### src/rtl/mtr_pkg.sv
// Shared widths, channel state encoding and magnitude helper for the motor command shaper.
package mtr_pkg;
  localparam int CMD_W = 12;
  localparam int SPD_W = 11;

  typedef enum logic [1:0] {IDLE, TRACK, DECEL, DWELL} chan_st_e;

  // |v| clipped to SPD_W bits; -2048 is the only value that overflows.
  function automatic logic [SPD_W-1:0] sat_mag(input logic signed [CMD_W-1:0] v);
    logic [CMD_W-1:0] a;
    a = v[CMD_W-1] ? CMD_W'(-v) : CMD_W'(v);
    return a[CMD_W-1] ? {SPD_W{1'b1}} : a[SPD_W-1:0];
  endfunction
endpackage

### src/rtl/mtr_slew_chan.sv
// One wheel channel: slew-limited cur, zero-crossing dwell, spd/rev output registers.
// MTR_DEADZONE_COMP_EN adds MIN_DUTY to every nonzero magnitude.
module mtr_slew_chan import mtr_pkg::*; #(
  parameter int               SLEW_STEP = 16,
  parameter int               DWELL_TCK = 2,
  parameter logic [SPD_W-1:0] MIN_DUTY  = 11'h0A0
) (
  input  logic                    clk,
  input  logic                    rst,
  input  logic                    tick,
  input  logic signed [CMD_W-1:0] tgt,
  output logic [SPD_W-1:0]        spd,
  output logic                    rev,
  output logic                    hit
);
  localparam int DW = (DWELL_TCK > 1) ? $clog2(DWELL_TCK) : 1;

  chan_st_e                st;
  logic signed [CMD_W-1:0] cur, dec;
  logic [DW-1:0]           dcnt;
  logic [SPD_W-1:0]        mag, spd_nxt;
  logic                    same, opp;

  function automatic logic signed [CMD_W-1:0] step_to(input logic signed [CMD_W-1:0] c, g);
    int d;
    d = int'(g) - int'(c);
    if (d > SLEW_STEP)       return c + $signed(CMD_W'(SLEW_STEP));
    else if (d < -SLEW_STEP) return c - $signed(CMD_W'(SLEW_STEP));
    else                     return g;
  endfunction

  assign dec  = step_to(cur, '0);
  assign same = (tgt != '0) && (tgt[CMD_W-1] == cur[CMD_W-1]);
  assign opp  = (tgt != '0) && (tgt[CMD_W-1] != cur[CMD_W-1]);
  assign mag  = sat_mag(cur);
  assign hit  = (cur == tgt) && (st != DWELL);

`ifdef MTR_DEADZONE_COMP_EN
  logic [CMD_W-1:0] sum;
  assign sum     = {1'b0, mag} + {1'b0, MIN_DUTY};
  assign spd_nxt = (mag == '0) ? '0 : (sum[CMD_W-1] ? {SPD_W{1'b1}} : sum[SPD_W-1:0]);
`else
  logic unused_min_duty;
  assign unused_min_duty = ^MIN_DUTY;
  assign spd_nxt         = mag;
`endif

  // Leaving TRACK takes the first decel step on the same tick.
  always_ff @(posedge clk or posedge rst) begin
    if (rst) begin
      st   <= IDLE;
      cur  <= '0;
      dcnt <= '0;
      spd  <= '0;
      rev  <= 1'b0;
    end else begin
      spd <= spd_nxt;
      rev <= cur[CMD_W-1];
      if (tick) begin
        case (st)
          IDLE: if (tgt != '0) begin
            st  <= TRACK;
            cur <= step_to(cur, tgt);
          end
          TRACK: if (same) cur <= step_to(cur, tgt);
          else begin
            cur  <= dec;
            dcnt <= '0;
            st   <= (dec != '0) ? DECEL : (opp ? DWELL : IDLE);
          end
          DECEL: begin
            cur  <= dec;
            dcnt <= '0;
            if (dec == '0) st <= opp ? DWELL : IDLE;
          end
          DWELL: if (dcnt == DW'(DWELL_TCK-1)) st <= IDLE;
          else dcnt <= dcnt + 1'b1;
          default: st <= IDLE;
        endcase
      end
    end
  end
endmodule

### src/rtl/mtr_cmd_shaper.sv
// Two-wheel command shaper upstream of mtr_drv: shared tick, target capture and at_tgt.
// MTR_DEADZONE_COMP_EN enables dead-zone offset in the channels.
module mtr_cmd_shaper import mtr_pkg::CMD_W, mtr_pkg::SPD_W; #(
  parameter int          UPD_DIV   = 2048,
  parameter int          SLEW_STEP = 16,
  parameter int          DWELL     = 2,
  parameter logic [10:0] MIN_DUTY  = 11'h0A0
) (
  input  logic             clk,
  input  logic             rst,
  input  logic             cmd_vld,
  input  logic [CMD_W-1:0] lft_cmd,
  input  logic [CMD_W-1:0] rght_cmd,
  input  logic             en,
  output logic [SPD_W-1:0] lft_spd,
  output logic             lft_rev,
  output logic [SPD_W-1:0] rght_spd,
  output logic             rght_rev,
  output logic             at_tgt
);
  localparam int NUM_CH = 2;
  localparam int CW     = $clog2(UPD_DIV);

  logic [CW-1:0]                   cnt;
  logic                            tick;
  logic [NUM_CH-1:0][CMD_W-1:0]    tgt_q, eff;
  logic [NUM_CH-1:0][SPD_W-1:0]    spd;
  logic [NUM_CH-1:0]               rev, hit;

  assign tick = (cnt == CW'(UPD_DIV-1));
  assign eff  = en ? tgt_q : '0;

  always_ff @(posedge clk or posedge rst) begin
    if (rst) begin
      cnt    <= '0;
      tgt_q  <= '0;
      at_tgt <= 1'b1;
    end else begin
      cnt    <= tick ? '0 : cnt + 1'b1;
      at_tgt <= &hit;
      if (cmd_vld) tgt_q <= {rght_cmd, lft_cmd};
    end
  end

  // Channel 0 is left, channel 1 is right.
  for (genvar i = 0; i < NUM_CH; i++) begin : g_ch
    mtr_slew_chan #(
      .SLEW_STEP(SLEW_STEP),
      .DWELL_TCK(DWELL),
      .MIN_DUTY (MIN_DUTY)
    ) u_chan (
      .clk (clk),
      .rst (rst),
      .tick(tick),
      .tgt (eff[i]),
      .spd (spd[i]),
      .rev (rev[i]),
      .hit (hit[i])
    );
  end

  assign lft_spd  = spd[0];
  assign lft_rev  = rev[0];
  assign rght_spd = spd[1];
  assign rght_rev = rev[1];
endmodule
### config.mk
export PLATFORM = sky130hd
export DESIGN_NAME = mtr_cmd_shaper
export DESIGN_NICKNAME = d
export VERILOG_FILES = /design/src/rtl/mtr_pkg.sv /design/src/rtl/mtr_slew_chan.sv /design/src/rtl/mtr_cmd_shaper.sv
export SDC_FILE = /design/constraint.sdc
export NUM_CORES = 1
export LEC_CHECK = 0
export ABC_AREA = 1
export CAP_MARGIN = 10
export CORE_ASPECT_RATIO = 0.9
export CORE_MARGIN = 10
export CORE_UTILIZATION = 35
export DETAILED_ROUTE_END_ITERATION = 16
export PLACE_DENSITY = 0.55
export SETUP_SLACK_MARGIN = 0.3
export SYNTH_ARGS = -nofsm -noshare
export SYNTH_HDL_FRONTEND = slang
export SYNTH_SLANG_ARGS = --single-unit
export TNS_END_PERCENT = 100
### constraint.sdc
create_clock -name clk -period 8.3 [get_ports clk]
set_input_delay 1.245 -clock clk [delete_from_list [all_inputs] [get_ports clk]]
set_output_delay 1.245 -clock clk [all_outputs]
set_load 0.02 [all_outputs]
==> results by group, run 1 <==
Clocking
  • Latest clock arrival within the worst-skew pair: ~0.36 ns
  • Clock tree buffer depth: 2
  • CTS Sinks: 90
  • H-tree levels: 3
  • # Post-CTS Setup Buffers: 0
  • Clock root cell: clkbuf_16
  • CTS Buf Count: 9
  • Clk pin slew, worst setup/hold paths: ~0.070 ns
  • Post-cts repair resize count: 0
  • CTS tree: yes
  • Hold-fix buffers, CTS: 0

Route
  • WL/cell: 15.22 um
  • Drt via density: roughly 5.0
  • Vias: about 8k
  • Drt total wl: 23,710 um
  • # DRC: 0
  • ANT nets after route: 0
  • Initial DRC Count: around 650
  • Drt first pass iters: 5

Placement
  • PortBufs: 52
  • GPL Wtd Cong: around 0.93
  • DP HPWL: between 15,000 and 20,000 um

Yosys
  • Compound-Gate Fraction of Synth Area: 0.08929
  • Fraction of registers with async set/reset: 1.000
  • Yosys warns: 0
  • Main combinational cell family by area after synthesis: simple AND/OR/NAND/NOR gates
  • Area share of fa/ha/maj cells after synthesis: 0.05696
  • Primary FF master, synth: dfrtp_1
  • Mapped Cells: 1,213
  • Sequential area share after synthesis: 0.2772
  • Syn nets: around 1.3k
  • Multiplexer share of the synthesized area: 0.03325
  • Number of synthesized flops with an enable pin: 0
  • Synth Area in XOR/XNOR: 0.03987
  • Mean Syn Cell Area: 6.701 um^2
  • Post-synthesis simple-gate area fraction: 0.4055
  • Synth Register Bits: 90
  • Post-synth cell types: 47
  • Post-Syn Area: around 8100 um^2

Worst setup path
  • Worst Setup EP: g_ch[1].u_chan.cur[1]
  • Most frequent CP cell: nand2_1
  • Worst setup startpoint: en
  • Flop2flop setup slack: 4.66 ns
  • Critical Path Fanout Max: 40
  • CP max stage delay: around 0.46 ns
  • Critical path class: in2reg
  • Crit. End Element: flop
  • RR Endpoint: g_ch[1].u_chan.cur[1]
  • Stages on worst setup path: 23
  • WP buf/inv: 5
  • Slowest stage cell, crit path: clkdlybuf4s50_1
  • Worst EP arrival: 4.60 ns
  • Delay-heaviest family, CP: simple AND/OR/NAND/NOR gates
  • WP data required: 8.55 ns
  • Crit-path cells: clkdlybuf4s50_1, buf_4, nand2_1, inv_1, nand2_1, nand2_1, inv_1, ha_1, or2_2, nand2_1, nand2_2, nand2_1, nand2_1, nand2_1, nand3_1, nor2_1, nand4_2, nand2_4, nand2_4, o21ai_1, nand2_1, nand2_1, inv_1
  • Worst reg-to-reg path cell count: 17
  • RR Startpoint: g_ch[1].u_chan.cur[11]
  • Worst Setup Start Kind: primary input

Global routing
  • GR Util All Layers: 0.1568
  • Congestion Overflow GR: 0
  • Initial antenna violation count: 0
  • First-pass GRT wire length: 38,180 um
  • Largest net degree at the start of global routing: 73
  • Vias in the first global route: roughly 7k

Floorplan
  • Placement row count: 52
  • Die height: approximately 160 um
  • Initial core utilization: 0.3590
  • Die Area: 29,730 um^2
  • Chip width: 180.6 um
  • # IOs: 53
  • CORE AREA: 22,640 um^2

Timing
  • Period minus WS final: 4.351 ns
  • Final cycle utilization of the critical path: 0.5242
  • F_max: 0.2298 GHz
  • Min Hold Slack: 0.4880 ns
  • Endpoints failing hold: 0
  • Setup violators final: 0
  • Final Skew: 0.008961 ns
  • Setup repair after global routing missed its margin: no
  • Slew HR: 0.2199
  • Slew @ Worst Pin: 1.160 ns
  • Max-slew violations: 0
  • Sum Neg Setup Slack: 0 ns

Pwr
  • P_sw: 319.2 uW
  • VDD IR-drop max: 105.6 uV
  • PwrDens: around 120 nW/um^2
  • Sequential share of power: 0.427
  • Pint: 762.0 uW
  • Lkg Pwr: approximately 4.7 nW
  • Power Total: 1.081 mW
  • Combinational share of power: 0.158
  • Sw frac: 0.2952
  • Clk pwr share: 0.415

Cells and area
  • Final core utilization: 0.4068
  • Diodes inserted: 0
  • Synth-to-Final Area Change: 13.32%
  • Filler Cells Inserted: 2,449
  • Ratio of cells with drive above 1 in the final layout: 0.1063
  • Area of the multi-input gates: 5079 um^2
  • Nets@finish: 1,321
  • FF+latch area: 2253 um^2

Status
  • Status: completed

Flow run
  • Maxcap violations: 0

Min path
  • Hold Path Class: reg2reg
## cell usage in the layout (no fill, tap or decap), types with 4 or more instances in the layout
master	count
dfrtp_1	89
o21ai_1	7
nor4_1	7
nand2_1	348
nor2_1	100
nand2_4	11
o21ai_2	6
o211ai_1	4
clkbuf_16	9
inv_2	12
xnor2_1	6
nor3_1	12
nand3_4	4
a21boi_1	9
clkdlybuf4s50_1	52
a31oi_1	6
a21oi_1	41
inv_1	156
mux2_2	24
nand3_2	9
nor2_2	11
xor2_1	31
nand2_2	20
nand3b_1	7
o21ai_0	40
nand4_1	17
nand3_1	146
ha_1	37
nor2_4	4
## metrics by stage
| stage | setup WS (ns) | instances | instance area (um^2) |
|---|---|---|---|
| 2_1_floorplan | 4.624 | 1213 | 8128 |
| 3_5_place_dp | 3.618 | 1542 | 8891 |
| 6_report | 3.949 | 1558 | 9210 |
| 4_1_cts | 3.989 | 1558 | 9210 |
| 3_3_place_gp | 3.714 | 1542 | 8891 |
| 5_1_grt | 3.595 | 1558 | 9210 |
## metal layers
metal,track usage,vias up,share of wire
met5,0,-,0
met4,0.03575,0,0.014
met3,0.02757,21,0.062
met2,0.2158,227,0.38
met1,0.2429,3583,0.54
li1,-,4005,-
## synth_stat cells (7+ instances only)
cell type,instances,area [um^2]
nand2_1,348,1306
inv_1,157,589.3
nand3_1,146,730.7
nor2_1,100,375.4
dfrtp_1,89,2227
a21oi_1,41,205.2
o21ai_0,40,200.2
ha_1,37,462.9
xor2_1,31,271.5
mux2_2,24,270.3
nand2_2,20,125.1
nand4_1,17,106.4
inv_2,12,45.04
nor3_1,12,60.06
clkbuf_1,11,41.29
nand2_4,11,123.9
nor2_2,11,68.82
a21boi_1,9,67.56
nand3_2,9,90.09
nand3b_1,7,52.55
nor4_1,7,43.79
o21ai_1,7,35.03
## worst min-delay path, cell delays in order (launching register included)
cell	delay, ns
dfrtp_1	0.34
nand2_1	0.05
o21ai_0	0.06
## layout make-up
cell class | count | area share
multi-input combinational | 929 | 0.5514
inverter | 171 | 0.06996
sequential | 90 | 0.2447
clock buffer | 10 | 0.02595
clock inverter | 6 | 0.008694
timing repair buffer | 55 | 0.05896
tap | 297 | 0.04035
## power groups by stage
stage	logic, mW	clock network (mW)	registers (mW)
2_1_floorplan	0.126	0	0.465
3_3_place_gp	0.169	0	0.470
3_5_place_dp	0.170	0	0.470
4_1_cts	0.171	0.465	0.461
5_1_grt	0.192	0.481	0.463
6_report	0.171	0.449	0.461
## state kept, by name, indices dropped and copies added (netlist names)
signal / count
tgt_q: 24
at_tgt: 1
g_ch.u_chan.rev: 2
g_ch.u_chan.spd: 22
g_ch.u_chan.st: 4
g_ch.u_chan.cur: 24
cnt: 11
g_ch.u_chan.dcnt: 2
## cell families after synthesis
group | after synthesis
fa+ha+maj | 37
xor+xnor | 37
mux | 24
flops | 90
simple gates | 707
compound gates | 124
buf+inv | 194
## how the worst min path moves through the flow
stage                                 from                   to  slack, ns  cells past startpoint
finish                 g_ch[1].u_chan.dcnt  g_ch[1].u_chan.dcnt       0.49                      2
global route           g_ch[1].u_chan.dcnt  g_ch[1].u_chan.dcnt       0.51                      2
CTS                    g_ch[1].u_chan.dcnt  g_ch[1].u_chan.dcnt       0.49                      2
detailed placement     g_ch[1].u_chan.dcnt  g_ch[1].u_chan.dcnt       0.47                      2
global placement       g_ch[1].u_chan.dcnt  g_ch[1].u_chan.dcnt       0.47                      2
floorplan           g_ch[1].u_chan.cur[11]   g_ch[1].u_chan.rev       0.38                      0
No activity file was read; power rests on OpenSTA's default activity.
==> run 2, diff against run 1 <==
--- a/config.mk
+++ b/config.mk
@@ -11,7 +11,7 @@
 export CORE_MARGIN = 10
 export CORE_UTILIZATION = 35
 export DETAILED_ROUTE_END_ITERATION = 16
-export PLACE_DENSITY = 0.55
+export PLACE_DENSITY = 0.57
 export SETUP_SLACK_MARGIN = 0.3
 export SYNTH_ARGS = -nofsm -noshare
 export SYNTH_HDL_FRONTEND = slang
==> constraint.sdc (replaced) <==
create_clock -name clk -period 3.8 [get_ports clk]
set_input_delay 0.57 -clock clk [delete_from_list [all_inputs] [get_ports clk]]
set_output_delay 0.57 -clock clk [all_outputs]
set_load 0.02 [all_outputs]
==> run 2 against run 1 <==
  * Die area did not move
  * Flip-flop and latch count stayed put
  * Via count grew 0.75%
  * Highest routed layer unchanged
  * Sequential power increased by 120%
  * Setup slack got worse by 3.3 ns
  * Register-to-register slack lost 4.0 ns
  * Wire length shrank 0.51%
  * Combinational power rose by 120%
  * Hold slack got worse by 0.0056 ns
==> results by group, run 2 (synthesis gave the netlist of run 1 again) <==
Floorplan
  • Chip width: 180.6 um
  • Initial core utilization: 0.3590
  • Placement row count: 52
  • Die Area: 29,730 um^2
  • CORE AREA: between 20,000 and 25,000 um^2
  • Die height: 164.6 um
  • # IOs: 53

Clocking
  • CTS Buf Count: 9
  • CTS Sinks: 90
  • Latest clock arrival within the worst-skew pair: 0.35 ns
  • Clock tree buffer depth: 2
  • H-tree levels: 3
  • Hold-fix buffers, CTS: 0
  • Clk pin slew, worst setup/hold paths: 0.08 ns
  • CTS tree: yes
  • Post-cts repair resize count: 0
  • # Post-CTS Setup Buffers: 0
  • Clock root cell: clkbuf_16

Global routing
  • Initial antenna violation count: 0
  • GR Util All Layers: 0.1568
  • Vias in the first global route: around 7.2k
  • Largest net degree at the start of global routing: 91
  • Congestion Overflow GR: 0
  • First-pass GRT wire length: 38,470 um

Pwr
  • Lkg Pwr: 4.786 nW
  • VDD IR-drop max: 208.2 uV
  • Power Total: 2.316 mW
  • PwrDens: 249.2 nW/um^2

Cells and area
  • Diodes inserted: 0
  • Nets@finish: 1,333
  • Biggest regs: g_ch.u_chan.cur x24, tgt_q x24, g_ch.u_chan.spd x22
  • Filler Cells Inserted: 2,410
  • Most common cell after layout, fill and taps aside: nand2_1
  • Synth-to-Final Area Change: 14.35%
  • Final core utilization: 0.4105
  • Ratio of cells with drive above 1 in the final layout: 0.1163
  • Finished Layout Cells: 1,570
  • Final design area excluding fillers: 9294 um^2
  • Most frequent cells in the layout: 348 x nand2_1, 155 x inv_1, 146 x nand3_1

Timing
  • Sum Neg Setup Slack: 0 ns
  • Period minus WS final: 3.168 ns
  • Slew @ Worst Pin: about 1.1 ns
  • Final Skew: around 0.013 ns
  • Slew HR: 0.2763
  • Setup repair after global routing missed its margin: no
  • Max-slew violations: 0
  • F_max: 0.3157 GHz
  • Post-layout worst setup margin: 0.6323 ns
  • Min Hold Slack: 0.4824 ns
  • Final cycle utilization of the critical path: 0.8336
  • Endpoints failing hold: 0
  • Setup violators final: 0

Route
  • Initial DRC Count: 720
  • Drt total wl: about 24,000 um
  • Vias: 7,895
  • Drt first pass iters: 5
  • Drt via density: between 5 and 6
  • # DRC: 0
  • WL/cell: between 15 and 20 um
  • ANT nets after route: 0

Worst setup path
  • Worst EP arrival: 3.42 ns
  • Worst Setup Start Kind: flop
  • WP data required: 4.05 ns
  • Critical path class: reg2reg
  • Flop2flop setup slack: about 0.63 ns
  • Critical Path Fanout Max: 5
  • Worst reg-to-reg path cell count: 20
  • Crit. End Element: flop

Placement
  • PortBufs: 52
  • Post-Place Cell Area: ~9000 um^2
  • GPL Wtd Cong: 0.9217
  • DP HPWL: 19,030 um
  • Placed Cells incl. Taps: about 1.6k
  • Placement Setup Slack: about 0.46 ns

Flow run
  • Maxcap violations: 0

Min path
  • Hold Path Class: reg2reg
  • Hold depth: 2

Status
  • Status: completed
-- run 2: worst max-delay path, cell delays in order (launching register included) --
cell and delay, ns:
dfrtp_1 0.40, nor2_1 0.26, nand3_1 0.19, nor3_2 0.24
inv_1 0.10, nor2_1 0.12, ha_1 0.25, nor2_1 0.11
nand2_1 0.06, nor2_1 0.08, nand3_1 0.19, nand2_1 0.20
nor2_1 0.06, nor2_1 0.15, nand2_1 0.10, nor2_1 0.15
nand2_1 0.13, nand2_1 0.08, nand2_1 0.06, nor2_1 0.08
nor2_1 0.05
-- run 2: path summary, 6_finish.rpt --
kind,start,end
worst max-delay path,g_ch[0].u_chan.cur[6],g_ch[0].u_chan.st[0]
worst min-delay path,g_ch[1].u_chan.dcnt,g_ch[1].u_chan.dcnt
worst max register to register,g_ch[0].u_chan.cur[6],g_ch[0].u_chan.st[0]
worst min register to register,g_ch[1].u_chan.dcnt,g_ch[1].u_chan.dcnt
max in group asynchronous,rst,at_tgt
min in group asynchronous,rst,g_ch[0].u_chan.spd[9]
-- run 2: power breakdown --
| part | switching [mW] | internal [mW] |
|---|---|---|
| combinational | 0.233 | 0.138 |
| sequential | 0.0296 | 0.983 |
| clock | 0.414 | 0.518 |
| total | 0.677 | 1.64 |
-- run 2: cell type report --
class | instances | area (um^2) | share of cell area
clock buffers | 10 | 229.0 | 0.02464
clock inverters | 6 | 71.32 | 0.007674
inverters | 171 | 644.4 | 0.06933
multi-input cells | 929 | 5084 | 0.5470
flip-flops and latches | 90 | 2253 | 0.2425
well taps | 297 | 371.6 | 0.03998
repair buffers | 67 | 640.6 | 0.06893
-- run 2: metal layers --
metal / global-route usage / part of all wire / vias up
li1: - / - / 4019
met1: 0.2423 / 0.54 / 3623
met2: 0.2214 / 0.39 / 244
met3: 0.02844 / 0.065 / 9
met4: 0.02421 / 0.0058 / 0
met5: 0 / 0 / -
